File: src/rtl/irq_vector_ctrl.sv
// Vectored interrupt controller: edge-detects peripheral completions, masks, arbitrates, and
// hands one vector at a time to the core. Define IRQ_ROUND_ROBIN_EN for rotating priority.
module irq_vector_ctrl #(
    parameter int unsigned NUM_SRC    = 4,
    parameter logic [31:0] VEC_BASE   = 32'h0000_0180,
    parameter logic [31:0] VEC_STRIDE = 32'h0000_0010
) (
    input  logic               clk,
    input  logic               reset,
    input  logic [NUM_SRC-1:0] done,
    input  logic               int_en,
    input  logic               mask_we,
    input  logic [NUM_SRC-1:0] mask_wd,
    input  logic               int_ack,
    input  logic               int_ret,
    output logic               int_req,
    output logic [31:0]        int_addr,
    output logic [2:0]         int_id,
    output logic [NUM_SRC-1:0] pending,
    output logic [NUM_SRC-1:0] mask,
    output logic               busy
);

    localparam int unsigned IdW = 3;

    typedef enum logic [1:0] {StIdle, StReq, StService} state_t;

    state_t             state_q, state_d;
    logic [NUM_SRC-1:0] done_d_q;
    logic [NUM_SRC-1:0] pending_q, pending_d;
    logic [NUM_SRC-1:0] mask_q;
    logic [IdW-1:0]     id_q;
    logic [31:0]        addr_q;

    logic [NUM_SRC-1:0] evt;
    logic [NUM_SRC-1:0] eligible;
    logic [NUM_SRC-1:0] clr;
    logic [IdW-1:0]     win_id;
    logic               win_found;
    logic [31:0]        win_addr;
    logic               take_sel;
    logic               take_ack;
    logic               take_ret;

    assign evt      = done & ~done_d_q;
    assign eligible = pending_q & mask_q;
    assign take_sel = (state_q == StIdle) && int_en && win_found;
    // Ack wins over a simultaneous return, so int_ret only counts in SERVICE.
    assign take_ack = (state_q == StReq) && int_ack;
    assign take_ret = (state_q == StService) && int_ret;
    assign win_addr = VEC_BASE + VEC_STRIDE * {{(32 - IdW){1'b0}}, win_id};

`ifdef IRQ_ROUND_ROBIN_EN
    logic [IdW-1:0] last_q;
    logic [IdW-1:0] start;

    assign start = (last_q == IdW'(NUM_SRC - 1)) ? '0 : last_q + 1'b1;

    always_ff @(posedge clk or posedge reset) begin
        if (reset) begin
            last_q <= IdW'(NUM_SRC - 1);
        end else if (take_ack) begin
            last_q <= id_q;
        end
    end

    // Search eligible sources starting at the one after the last serviced.
    always_comb begin
        win_id    = '0;
        win_found = 1'b0;
        for (int k = 0; k < int'(NUM_SRC); k++) begin
            for (int j = 0; j < int'(NUM_SRC); j++) begin
                if (!win_found && eligible[j] && (j == (int'(start) + k) % int'(NUM_SRC))) begin
                    win_id    = IdW'(j);
                    win_found = 1'b1;
                end
            end
        end
    end
`else
    always_comb begin
        win_id    = '0;
        win_found = 1'b0;
        for (int j = 0; j < int'(NUM_SRC); j++) begin
            if (!win_found && eligible[j]) begin
                win_id    = IdW'(j);
                win_found = 1'b1;
            end
        end
    end
`endif

    always_comb begin
        clr = '0;
        for (int i = 0; i < int'(NUM_SRC); i++) begin
            clr[i] = take_ack && (id_q == IdW'(i));
        end
        // A new event in the clearing cycle must survive.
        pending_d = (pending_q & ~clr) | evt;
    end

    always_ff @(posedge clk or posedge reset) begin
        if (reset) begin
            done_d_q  <= '0;
            pending_q <= '0;
            mask_q    <= '1;
            id_q      <= '0;
            addr_q    <= '0;
        end else begin
            done_d_q  <= done;
            pending_q <= pending_d;
            if (mask_we) begin
                mask_q <= mask_wd;
            end
            if (take_sel) begin
                id_q   <= win_id;
                addr_q <= win_addr;
            end
        end
    end

    always_ff @(posedge clk or posedge reset) begin
        if (reset) begin
            state_q <= StIdle;
        end else begin
            state_q <= state_d;
        end
    end

    always_comb begin
        state_d = state_q;
        unique case (state_q)
            StIdle:    if (take_sel) state_d = StReq;
            StReq:     if (take_ack) state_d = StService;
            StService: if (take_ret) state_d = StIdle;
            default:   state_d = StIdle;
        endcase
    end

    always_comb begin
        int_req  = (state_q == StReq);
        busy     = (state_q != StIdle);
        int_id   = id_q;
        int_addr = addr_q;
        pending  = pending_q;
        mask     = mask_q;
    end

endmodule

File: config.mk
export PLATFORM = sky130hd
export DESIGN_NAME = irq_vector_ctrl
export DESIGN_NICKNAME = d
export VERILOG_FILES = /design/src/rtl/irq_vector_ctrl.sv
export SDC_FILE = /design/constraint.sdc
export NUM_CORES = 1
export LEC_CHECK = 0
export CAP_MARGIN = 20
export CORE_MARGIN = 3
export CORE_UTILIZATION = 35
export CTS_BUF_LIST = sky130_fd_sc_hd__clkbuf_4 sky130_fd_sc_hd__clkbuf_8 sky130_fd_sc_hd__clkbuf_16
export DETAILED_ROUTE_END_ITERATION = 8
export PLACE_DENSITY = 0.77
export SYNTH_ARGS = -nofsm -noshare
export SYNTH_HDL_FRONTEND = slang
export SYNTH_SLANG_ARGS = --single-unit
File: constraint.sdc
create_clock -name clk -period 1.8 [get_ports clk]
set_clock_uncertainty 0.1 [all_clocks]
set_input_delay 0.27 -clock clk [delete_from_list [all_inputs] [get_ports clk]]
set_output_delay 0.27 -clock clk [all_outputs]
set_load 0.005 [all_outputs]
==> summary.md, run 1 <==
| Metric | Value |
|---|---|
| Post-Route WL | `1620 um` |
| Cts bufs inserted | `3` |
| Share of the synthesized area in the top cell type | `0.349` |
| Area of the mapped netlist | `931 sq um` |
| Die area | `3310 sq um` |
| CTS tree | `built` |
| Layout cells sized above 1 | `0.158` |
| Number of synthesized flops with an enable pin | `0` |
| Grt total ovfl | `0` |
| Fin Setup TNS | `0 ps` |
| Via count | `605` |
| CP Capture Type | `output pin` |
| Critical path cell sequence | `or2_4 -> clkdlybuf4s50_1` |
| CP peak stage delay | `450 ps` |
| Die X-Extent | `57.6 um` |
| Final Total Pwr | `1.31 mW` |
| Achievable frequency | `574 MHz` |
| Post-DP HPWL | `1320 um` |
| Asr flop ratio synth | `1.00` |
| Num rows | `18` |
| CTS H-Tree Depth | `1` |
| Max Cap Viol | `0` |
| Synth-to-Final Area Change | `24.6%` |
| Gr usage total | `0.0918` |
| Min-Delay Path Class | `in -> async` |
| Max Slew Vio Count | `0` |
| Synth top area cells | `dfrtp_1 35%, buf_4 26%, dfstp_2 11%` |
| Element type at the critical path start | `flop` |
| DRC Markers | `0` |
| Root Driver | `clkbuf_4` |
| CP Class | `reg -> out` |
| Setup WS post-layout | `56.8 ps` |
| Largest net degree at the start of global routing | `18` |
| Critical path arrival | `1370 ps` |
| Die height | `57.6 um` |
| Leak Pwr | `0.551 nW` |
| Main flop type after synthesis | `dfrtp_1` |
| Final GP Congestion | `0.783` |
| Initial antenna violation count | `0` |
| RSZ-0062 raised after global routing | `no` |
| Ant. Diodes | `0` |
| CP bufs+invs | `1` |
| Worst-skew pair later-pin latency | `280 ps` |
| Utilization after layout | `0.464` |
| Clk buf depth | `2` |
| Drt pass-1 iters | `4` |
| Total core area | `2500 sq um` |
| Dpl ws | `237 ps` |
| Setup violators final | `0` |
| First-pass GRT wire length | `2440 um` |
| Mapped Cells | `90` |
| Status | `finished clean` |
| Starting Density | `0.372` |
| Yosys top cell by area | `dfrtp_1` |
| IO Pins | `59` |
| Maximum VDD drop | `0.000688 V` |
| Seq cells post-synth | `17` |
| Fin nets | `135` |
| YS warnings | `0` |
| Post-route ant nets | `0` |
| Worst Path Max Fanout | `2` |
| Initial DRC count | `5` |
| Normalized max-slew margin | `0.585` |
| Cell family with most CP delay | `buffers and inverters` |
| Vias/cell | `4.03` |
| Hold WS | `270 ps` |
| Fin crit share | `0.968` |
| Synth unique cells | `21` |
| Actual slew at the worst max-slew pin | `622 ps` |
| PwrDens | `1130 nW/um^2` |
| CP max stage cell | `clkdlybuf4s50_1` |
| Clk slew on worst S/H paths | `90 ps` |
| Routed len/inst | `10.8 um` |
| CTS Hold Bufs | `0` |
| Post-synthesis sequential area ratio | `0.462` |
| Port Buf Inserts | `29` |
| Final hold violations | `0` |
| Clock period minus worst slack | `1740 ps` |
| CTS Sinks | `17` |
| Required time worst endpoint | `1430 ps` |
| Vias in the first global route | `585` |
| Synthesized area per cell | `10.3 sq um` |
## report_power, final
group	switching (mW)	total [mW]	leakage [nW]	internal, mW
clock	0.108	0.209	0.0184	0.101
combinational	0.197	0.528	0.348	0.332
sequential	0.0963	0.571	0.185	0.475
total	0.401	1.31	0.551	0.907
## layout make-up
type | instances | area (sq um)
tap | 30 | 37.5
fill | 240 | 1340
multi-input combinational | 61 | 335
sequential | 17 | 430
clock buffer | 4 | 30.0
inverter | 8 | 30.0
timing repair buffer | 30 | 297
## kinds of logic (layout without fill, tap and decap cells)
logic type,after synthesis,count (layout),synth area share
buffers and inverters,40,42,0.290
flip-flops,17,17,0.462
AO/OA/AOI/OAI,15,15,0.109
AND/OR/NAND/NOR,12,12,0.0699
multiplexers,5,5,0.0645
other,1,29,0.00403
## cells in the mapped netlist (2+ instances only)
master,number
o31ai_1,2
o21ai_0,6
inv_1,8
a21oi_1,3
dfstp_2,4
buf_4,32
nand2_1,6
dfrtp_1,13
mux2_2,4
## metal layers
metal	track usage	routed length, um	up-vias
li1	-	-	292
met1	0.114	619	273
met2	0.156	815	38
met3	0.0204	181	2
met4	0.0298	6	0
met5	0	0	-
## sequential cells by signal, summed over array words and instances, names as in the netlist
signal,cells
pending,4
state_q,2
done_d_q,4
mask,4
int_addr,3
## metrics by stage
stage / instance area [sq um] / std cells
floorplan: 1040 / 118
global placement: 1120 / 145
detailed placement: 1120 / 145
CTS: 1150 / 149
global route: 1160 / 150
finish: 1160 / 150
## final timing paths
kind / depth (start not counted) / startpoint / to / slack (ps)
worst max-delay path: 2 / state_q[1] / busy / 60
worst min-delay path: 2 / reset / done_d_q[0] / 270
worst max register to register: 5 / state_q[1] / pending[0] / 370
worst min register to register: 1 / done_d_q[2] / pending[2] / 320
max in group asynchronous: 2 / reset / pending[3] / 930
min in group clk: 1 / done_d_q[2] / pending[2] / 320
## cells in the final DEF (no fill, tap or decap)
cell type / n
clkbuf_4: 4
a21o_2: 1
or2_2: 1
conb_1: 29
dfstp_2: 4
dfrtp_1: 13
nand3_1: 1
a32oi_1: 1
a22o_1: 1
and2b_1: 1
clkdlybuf4s50_1: 28
dlygate4sd2_1: 1
inv_1: 8
nand2_1: 6
o21ai_0: 6
o31ai_1: 2
or2_4: 1
o21a_4: 1
mux2_2: 4
nor2_4: 1
buf_4: 1
mux2_4: 1
nor2_1: 1
a21oi_1: 3
## repair_timing
| item | in CTS | in global routing |
|---|---|---|
| endpoints found under the setup margin | 1 | 1 |
| setup buffers | 0 | 1 |
| resized for setup | 1 | 0 |
| pin swaps | 0 | 0 |
Power figures use the tool's default switching activity.
==> inputs of run 2 (changes only) <==
--- a/config.mk
+++ b/config.mk
@@ -9,8 +9,9 @@
 export CORE_MARGIN = 3
 export CORE_UTILIZATION = 35
 export CTS_BUF_LIST = sky130_fd_sc_hd__clkbuf_4 sky130_fd_sc_hd__clkbuf_8 sky130_fd_sc_hd__clkbuf_16
+export CTS_CLUSTER_DIAMETER = 100
 export DETAILED_ROUTE_END_ITERATION = 8
-export PLACE_DENSITY = 0.77
+export PLACE_DENSITY_LB_ADDON = 0.08
 export SYNTH_ARGS = -nofsm -noshare
 export SYNTH_HDL_FRONTEND = slang
 export SYNTH_SLANG_ARGS = --single-unit
==> run 2 against run 1 <==
Worst setup slack better by 7.1 ps. Utilization up 0.50 points. Clock-buffer cell count down 1. Register-to-register slack better by 30 ps. Via count down 0.17%. Sequential cell count unchanged. First-iteration DRC count down 20%. Power down 0.62%. Sequential share of layout area down 0.40 points. Cell area up 1.1%.
==> summary.md, run 2 (synthesized netlist as in run 1, its figures left out) <==
| Metric | Value |
|---|---|
| Clk buf depth | `2 (unchanged)` |
| Clock Power Share | `0.155 (was 0.159)` |
| CP max stage cell | `dfstp_2 (was clkdlybuf4s50_1)` |
| Psw | `0.404 mW (was 0.401 mW)` |
| Final hold violations | `0 (unchanged)` |
| Worst R2R Path Depth | `4 (was 5)` |
| WP depth | `1 (was 2)` |
| Comb pwr share | `0.405 (was 0.404)` |
| CP bufs+invs | `1 (unchanged)` |
| IO Pins | `59 (unchanged)` |
| CTS tree | `built (unchanged)` |
| Required time worst endpoint | `1430 ps (about the same)` |
| Port Buf Inserts | `29 (unchanged)` |
| Achievable frequency | `576 MHz (was 574 MHz)` |
| First-pass GRT wire length | `2490 um (was 2440 um)` |
| CP peak stage delay | `570 ps (was 450 ps)` |
| Fin Setup TNS | `0 ps (unchanged)` |
| Initial DRC count | `4 (was 5)` |
| Commonest non-fill, non-tap cell in the layout | `conb_1 (unchanged)` |
| Clk slew on worst S/H paths | `100 ps (was 90 ps)` |
| Root Driver | `clkbuf_4 (unchanged)` |
| Initial antenna violation count | `0 (unchanged)` |
| Vias/cell | `4.00 (was 4.03)` |
| Ant. Diodes | `0 (unchanged)` |
| Worst-skew pair later-pin latency | `290 ps (was 280 ps)` |
| CTS Sinks | `17 (unchanged)` |
| CP Capture Type | `output pin (unchanged)` |
| PwrDens | `1110 nW/um^2 (was 1130 nW/um^2)` |
| Cts bufs inserted | `3 (unchanged)` |
| Leak Pwr | `0.575 nW (was 0.551 nW)` |
| Final GP Congestion | `0.662 (was 0.783)` |
| Critical path arrival | `1370 ps (about the same)` |
| Min-Delay Path Class | `in -> async (unchanged)` |
| RSZ-0062 raised after global routing | `no (unchanged)` |
| Starting Density | `0.372 (unchanged)` |
| DRC Markers | `0 (unchanged)` |
| Max Cap Viol | `0 (unchanged)` |
| Gr usage total | `0.0976 (was 0.0918)` |
| Grt total ovfl | `0 (unchanged)` |
| CP Class | `reg -> out (unchanged)` |
| Fin nets | `136 (was 135)` |
| Drt pass-1 iters | `3 (was 4)` |
| Clock period minus worst slack | `1740 ps (about the same)` |
| Post-route ant nets | `0 (unchanged)` |
| Final Total Pwr | `1.30 mW (was 1.31 mW)` |
| Max Slew Vio Count | `0 (unchanged)` |
| Num rows | `18 (unchanged)` |
| Number of fillers in the final layout | `248 (was 240)` |
| Post-Route WL | `1590 um (was 1620 um)` |
| Worst Path Max Fanout | `4 (was 2)` |
| Setup violators final | `0 (unchanged)` |
| Vias in the first global route | `557 (was 585)` |
| Synth-to-Final Area Change | `25.9% (was 24.6%)` |
| Fin crit share | `0.964 (was 0.968)` |
| Internal Power | `0.895 mW (was 0.907 mW)` |
| Die area | `3310 sq um (unchanged)` |
| Die height | `57.6 um (unchanged)` |
| CTS H-Tree Depth | `1 (unchanged)` |
| Maximum VDD drop | `0.000886 V (was 0.000688 V)` |
| Total core area | `2500 sq um (unchanged)` |
| Status | `finished clean (unchanged)` |
| Die X-Extent | `57.6 um (unchanged)` |
| Net switching fraction of the power | `0.311 (was 0.306)` |
| Routed len/inst | `10.5 um (was 10.8 um)` |
| CTS Hold Bufs | `0 (unchanged)` |
| Most frequent cells in the layout | `29 x conb_1, 27 x clkdlybuf4s50_1, 13 x dfrtp_1, 8 x inv_1 (was 29 x conb_1, 28 x clkdlybuf4s50_1, 13 x dfrtp_1, 8 x inv_1)` |
| Post-DP HPWL | `1300 um (was 1320 um)` |
| Largest net degree at the start of global routing | `18 (unchanged)` |
| Sequential fraction of design power | `0.439 (was 0.437)` |
| Cell family with most CP delay | `flip-flops (was buffers and inverters)` |
| Element type at the critical path start | `flop (unchanged)` |
| Layout cells sized above 1 | `0.174 (was 0.158)` |
| Critical path cell sequence | `clkdlybuf4s50_1 (was or2_4 -> clkdlybuf4s50_1)` |
| Via count | `604 (was 605)` |
==> run 2: cell types whose count changed in the layout (fill, tap and decap cells not counted), sizes merged <==
cell	previous run	this run
clkinv	0	1
dlygate4sd2	1	0
dlymetal6s2s	0	2
buf	1	2
clkbuf	4	3
clkdlybuf4s50	28	27
==> run 2: routing by layer <==
layer,part of all wire,track usage,vias up
li1,-,-,294
met1,0.39,0.122,279
met2,0.52,0.163,31
met3,0.084,0.0407,0
met4,0,0.00993,0
met5,0,0,-
==> run 2: repair_timing <==
| item | 4_1_cts | 5_1_grt |
|---|---|---|
| gates resized for setup | 1 | 2 |
| gates cloned | 0 | 0 |
| setup endpoints to repair | 1 | 2 |
| buffers inserted | 1 | 0 |
==> run 2: per-stage QoR <==
step / hold WS [ps] / setup slack [ps] / instance area, sq um / utilization / instances
final: 177 / 63.9 / 1170 / 0.469 / 151
after global routing: 189 / 10.2 / 1170 / 0.469 / 151
after CTS: 177 / 16.6 / 1170 / 0.467 / 151
after detailed placement: 314 / 234 / 1130 / 0.452 / 146
after global placement: 303 / 246 / 1130 / 0.452 / 146
after floorplan: 93.2 / 434 / 1040 / - / 118
==> run 2: power groups by stage <==
stage,Sequential [mW],Combinational (mW),Clock (mW)
6_report,0.571,0.527,0.202
5_1_grt,0.590,0.586,0.228
4_1_cts,0.573,0.542,0.212
3_5_place_dp,0.581,0.519,0
3_3_place_gp,0.579,0.521,0
2_1_floorplan,0.558,0.313,0
==> run 2: layout make-up <==
cell class / instances / area [sq um] / share of cell area
clock buffers: 3 / 22.5 / 0.0192
clock inverters: 1 / 5.00 / 0.00427
inverters: 8 / 30.0 / 0.0256
multi-input cells: 61 / 337 / 0.287
flip-flops and latches: 17 / 430 / 0.367
well taps: 30 / 37.5 / 0.0320
repair buffers: 31 / 310 / 0.265
==> run 2: worst paths after layout <==
check | from | endpoint | slack, ps
max in group asynchronous | reset | mask[2] | 1180
worst min-delay path | reset | state_q[0] | 180
worst max-delay path | mask[1] | mask[1] | 60
worst max register to register | state_q[1] | int_addr[4] | 400
min in group clk | done_d_q[1] | pending[1] | 320
worst min register to register | done_d_q[1] | pending[1] | 320
==> inputs of run 3 (changes only) <==
--- a/config.mk
+++ b/config.mk
@@ -11,7 +11,8 @@
 export CTS_BUF_LIST = sky130_fd_sc_hd__clkbuf_4 sky130_fd_sc_hd__clkbuf_8 sky130_fd_sc_hd__clkbuf_16
 export CTS_CLUSTER_DIAMETER = 100
 export DETAILED_ROUTE_END_ITERATION = 8
-export PLACE_DENSITY_LB_ADDON = 0.08
+export PLACE_DENSITY = 0.77
+export SETUP_SLACK_MARGIN = 0.05
 export SYNTH_ARGS = -nofsm -noshare
 export SYNTH_HDL_FRONTEND = slang
 export SYNTH_SLANG_ARGS = --single-unit
==> run 3 against run 2 <==
Power rose by 0.17%. Global-route usage is 0.53 points lower. Non-clock buffer count up 1. Sequential power about the same. Critical endpoint is now mask[0]. Clock-buffer cell count grew 1. Largest cell class unchanged. Sequential share of layout area shrank 0.12 points. Register-to-register slack worse by 60 ps. Combinational power about the same. Critical path depth unchanged. First-iteration DRC count up 75%. Utilization up 0.15 points.
==> summary.md, run 3 (synthesized netlist as in run 1, its figures left out) <==
| Metric | Value |
|---|---|
| Dpl ws | `237 ps (was 234 ps)` |
| Cell family with most CP delay | `flip-flops (unchanged)` |
| Max Cap Viol | `0 (unchanged)` |
| Initial antenna violation count | `0 (unchanged)` |
| CP Capture Type | `output pin (unchanged)` |
| CP max stage cell | `dfstp_2 (unchanged)` |
| Cts bufs inserted | `3 (unchanged)` |
| Post-Route WL | `1630 um (was 1590 um)` |
| Synth-to-Final Area Change | `26.3% (was 25.9%)` |
| Multi-input logic area | `335 sq um (was 337 sq um)` |
| CTS Sinks | `17 (unchanged)` |
| Gr usage total | `0.0923 (was 0.0976)` |
| Achievable frequency | `580 MHz (was 576 MHz)` |
| CP Class | `reg -> out (unchanged)` |
| Final hold violations | `0 (unchanged)` |
| Psw | `0.401 mW (was 0.404 mW)` |
| Layout cells sized above 1 | `0.172 (was 0.174)` |
| Worst Path Max Fanout | `3 (was 4)` |
| Critical path cell sequence | `clkdlybuf4s50_1 (unchanged)` |
| Num rows | `18 (unchanged)` |
| Element type at the critical path start | `flop (unchanged)` |
| Root Driver | `clkbuf_4 (unchanged)` |
| Clk slew on worst S/H paths | `90 ps (was 100 ps)` |
| Setup violators final | `0 (unchanged)` |
| Clock period minus worst slack | `1720 ps (was 1740 ps)` |
| CTS H-Tree Depth | `1 (unchanged)` |
| Grt total ovfl | `0 (unchanged)` |
| Most frequent cells in the layout | `29 x conb_1, 26 x clkdlybuf4s50_1, 13 x dfrtp_1, 8 x inv_1 (was 29 x conb_1, 27 x clkdlybuf4s50_1, 13 x dfrtp_1, 8 x inv_1)` |
| DRC Markers | `0 (unchanged)` |
| Net switching fraction of the power | `0.308 (was 0.311)` |
| First-pass GRT wire length | `2460 um (was 2490 um)` |
| CP peak stage delay | `550 ps (was 570 ps)` |
| Port Buf Inserts | `29 (unchanged)` |
| Final Total Pwr | `1.30 mW (about the same)` |
| Status | `finished clean (unchanged)` |
| Drt pass-1 iters | `4 (was 3)` |
| Vias in the first global route | `584 (was 557)` |
| Die height | `57.6 um (unchanged)` |
| Fin Setup TNS | `0 ps (unchanged)` |
| Internal Power | `0.902 mW (was 0.895 mW)` |
| CP bufs+invs | `1 (unchanged)` |
| Comb pwr share | `0.403 (was 0.405)` |
| Starting Density | `0.372 (unchanged)` |
| Normalized max-slew margin | `0.586` |
| PwrDens | `1110 nW/um^2 (about the same)` |
| Vias/cell | `4.03 (was 4.00)` |
| Largest net degree at the start of global routing | `18 (unchanged)` |
| CTS Hold Bufs | `0 (unchanged)` |
| Required time worst endpoint | `1430 ps (about the same)` |
| Clock Power Share | `0.160 (was 0.155)` |
| RSZ-0062 raised after global routing | `no (unchanged)` |
| Maximum VDD drop | `0.000681 V (was 0.000886 V)` |
| Routed len/inst | `10.7 um (was 10.5 um)` |
| Setup WS post-layout | `77.2 ps (was 63.9 ps)` |
| Post-DP HPWL | `1320 um (was 1300 um)` |
| Sequential fraction of design power | `0.438 (was 0.439)` |
| IO Pins | `59 (unchanged)` |
| Fin nets | `137 (was 136)` |
| Via count | `613 (was 604)` |
| Register area | `430 sq um (unchanged)` |
| Post-route ant nets | `0 (unchanged)` |
| Clk buf depth | `2 (unchanged)` |
| Actual slew at the worst max-slew pin | `620 ps` |
| Min-Delay Path Class | `in -> async (unchanged)` |
| Number of fillers in the final layout | `241 (was 248)` |
| Critical path arrival | `1350 ps (was 1370 ps)` |
| Total core area | `2500 sq um (unchanged)` |
| Final GP Congestion | `0.783 (was 0.662)` |
| Die area | `3310 sq um (unchanged)` |
| Fin crit share | `0.957 (was 0.964)` |
| Ant. Diodes | `0 (unchanged)` |
| CTS tree | `built (unchanged)` |
| Die X-Extent | `57.6 um (unchanged)` |
| Commonest non-fill, non-tap cell in the layout | `conb_1 (unchanged)` |
| Initial DRC count | `7 (was 4)` |
| Max Slew Vio Count | `0 (unchanged)` |
| Worst-skew pair later-pin latency | `280 ps (was 290 ps)` |
| Leak Pwr | `0.571 nW (was 0.575 nW)` |
[run 3: timing repair]
item	4_1_cts	5_1_grt
buffers inserted	1	2
gates resized for setup	2	1
pin swaps	0	0
cloned	0	0
setup endpoints to repair	2	3
[run 3: metrics by stage]
stage / instance area, sq um / hold slack, ps / utilization / std cells
6_report: 1180 / 270 / 0.470 / 152
5_1_grt: 1180 / 318 / 0.470 / 152
4_1_cts: 1160 / 292 / 0.463 / 150
3_5_place_dp: 1120 / 312 / 0.449 / 145
3_3_place_gp: 1120 / 308 / 0.449 / 145
2_1_floorplan: 1040 / 93.2 / - / 118
[run 3: per-layer routing]
layer	global-route usage	part of all wire	routed length, um	vias up
met2	0.156	0.49	804	38
met1	0.116	0.40	646	279
met4	0.0298	0.0037	6	0
met5	0	0	0	-
li1	-	-	-	294
met3	0.0204	0.10	171	2
[run 3: area by class of cell]
cell class                 instances  area share
tap                               30      0.0319
sequential                        17       0.366
multi-input combinational         61       0.285
timing repair buffer              32       0.266
inverter                           8      0.0255
clock buffer                       4      0.0255
[run 3: power by group through the flow]
stage / Clock [mW] / Combinational [mW] / Sequential (mW)
after floorplan: 0 / 0.313 / 0.558
after global placement: 0 / 0.513 / 0.579
after detailed placement: 0 / 0.523 / 0.579
after CTS: 0.216 / 0.523 / 0.571
after global routing: 0.235 / 0.581 / 0.585
final: 0.208 / 0.524 / 0.570
[run 3: final timing paths]
| path | slack [ps] | to | startpoint | cells after the start |
|---|---|---|---|---|
| max | 80 | mask[0] | mask[0] | 1 |
| min | 270 | done_d_q[0] | reset | 2 |
| max reg2reg | 340 | int_addr[4] | mask[0] | 4 |
| min reg2reg | 320 | pending[2] | done_d_q[2] | 1 |
| max in group asynchronous | 930 | pending[3] | reset | 2 |
| min in group clk | 320 | pending[2] | done_d_q[2] | 1 |
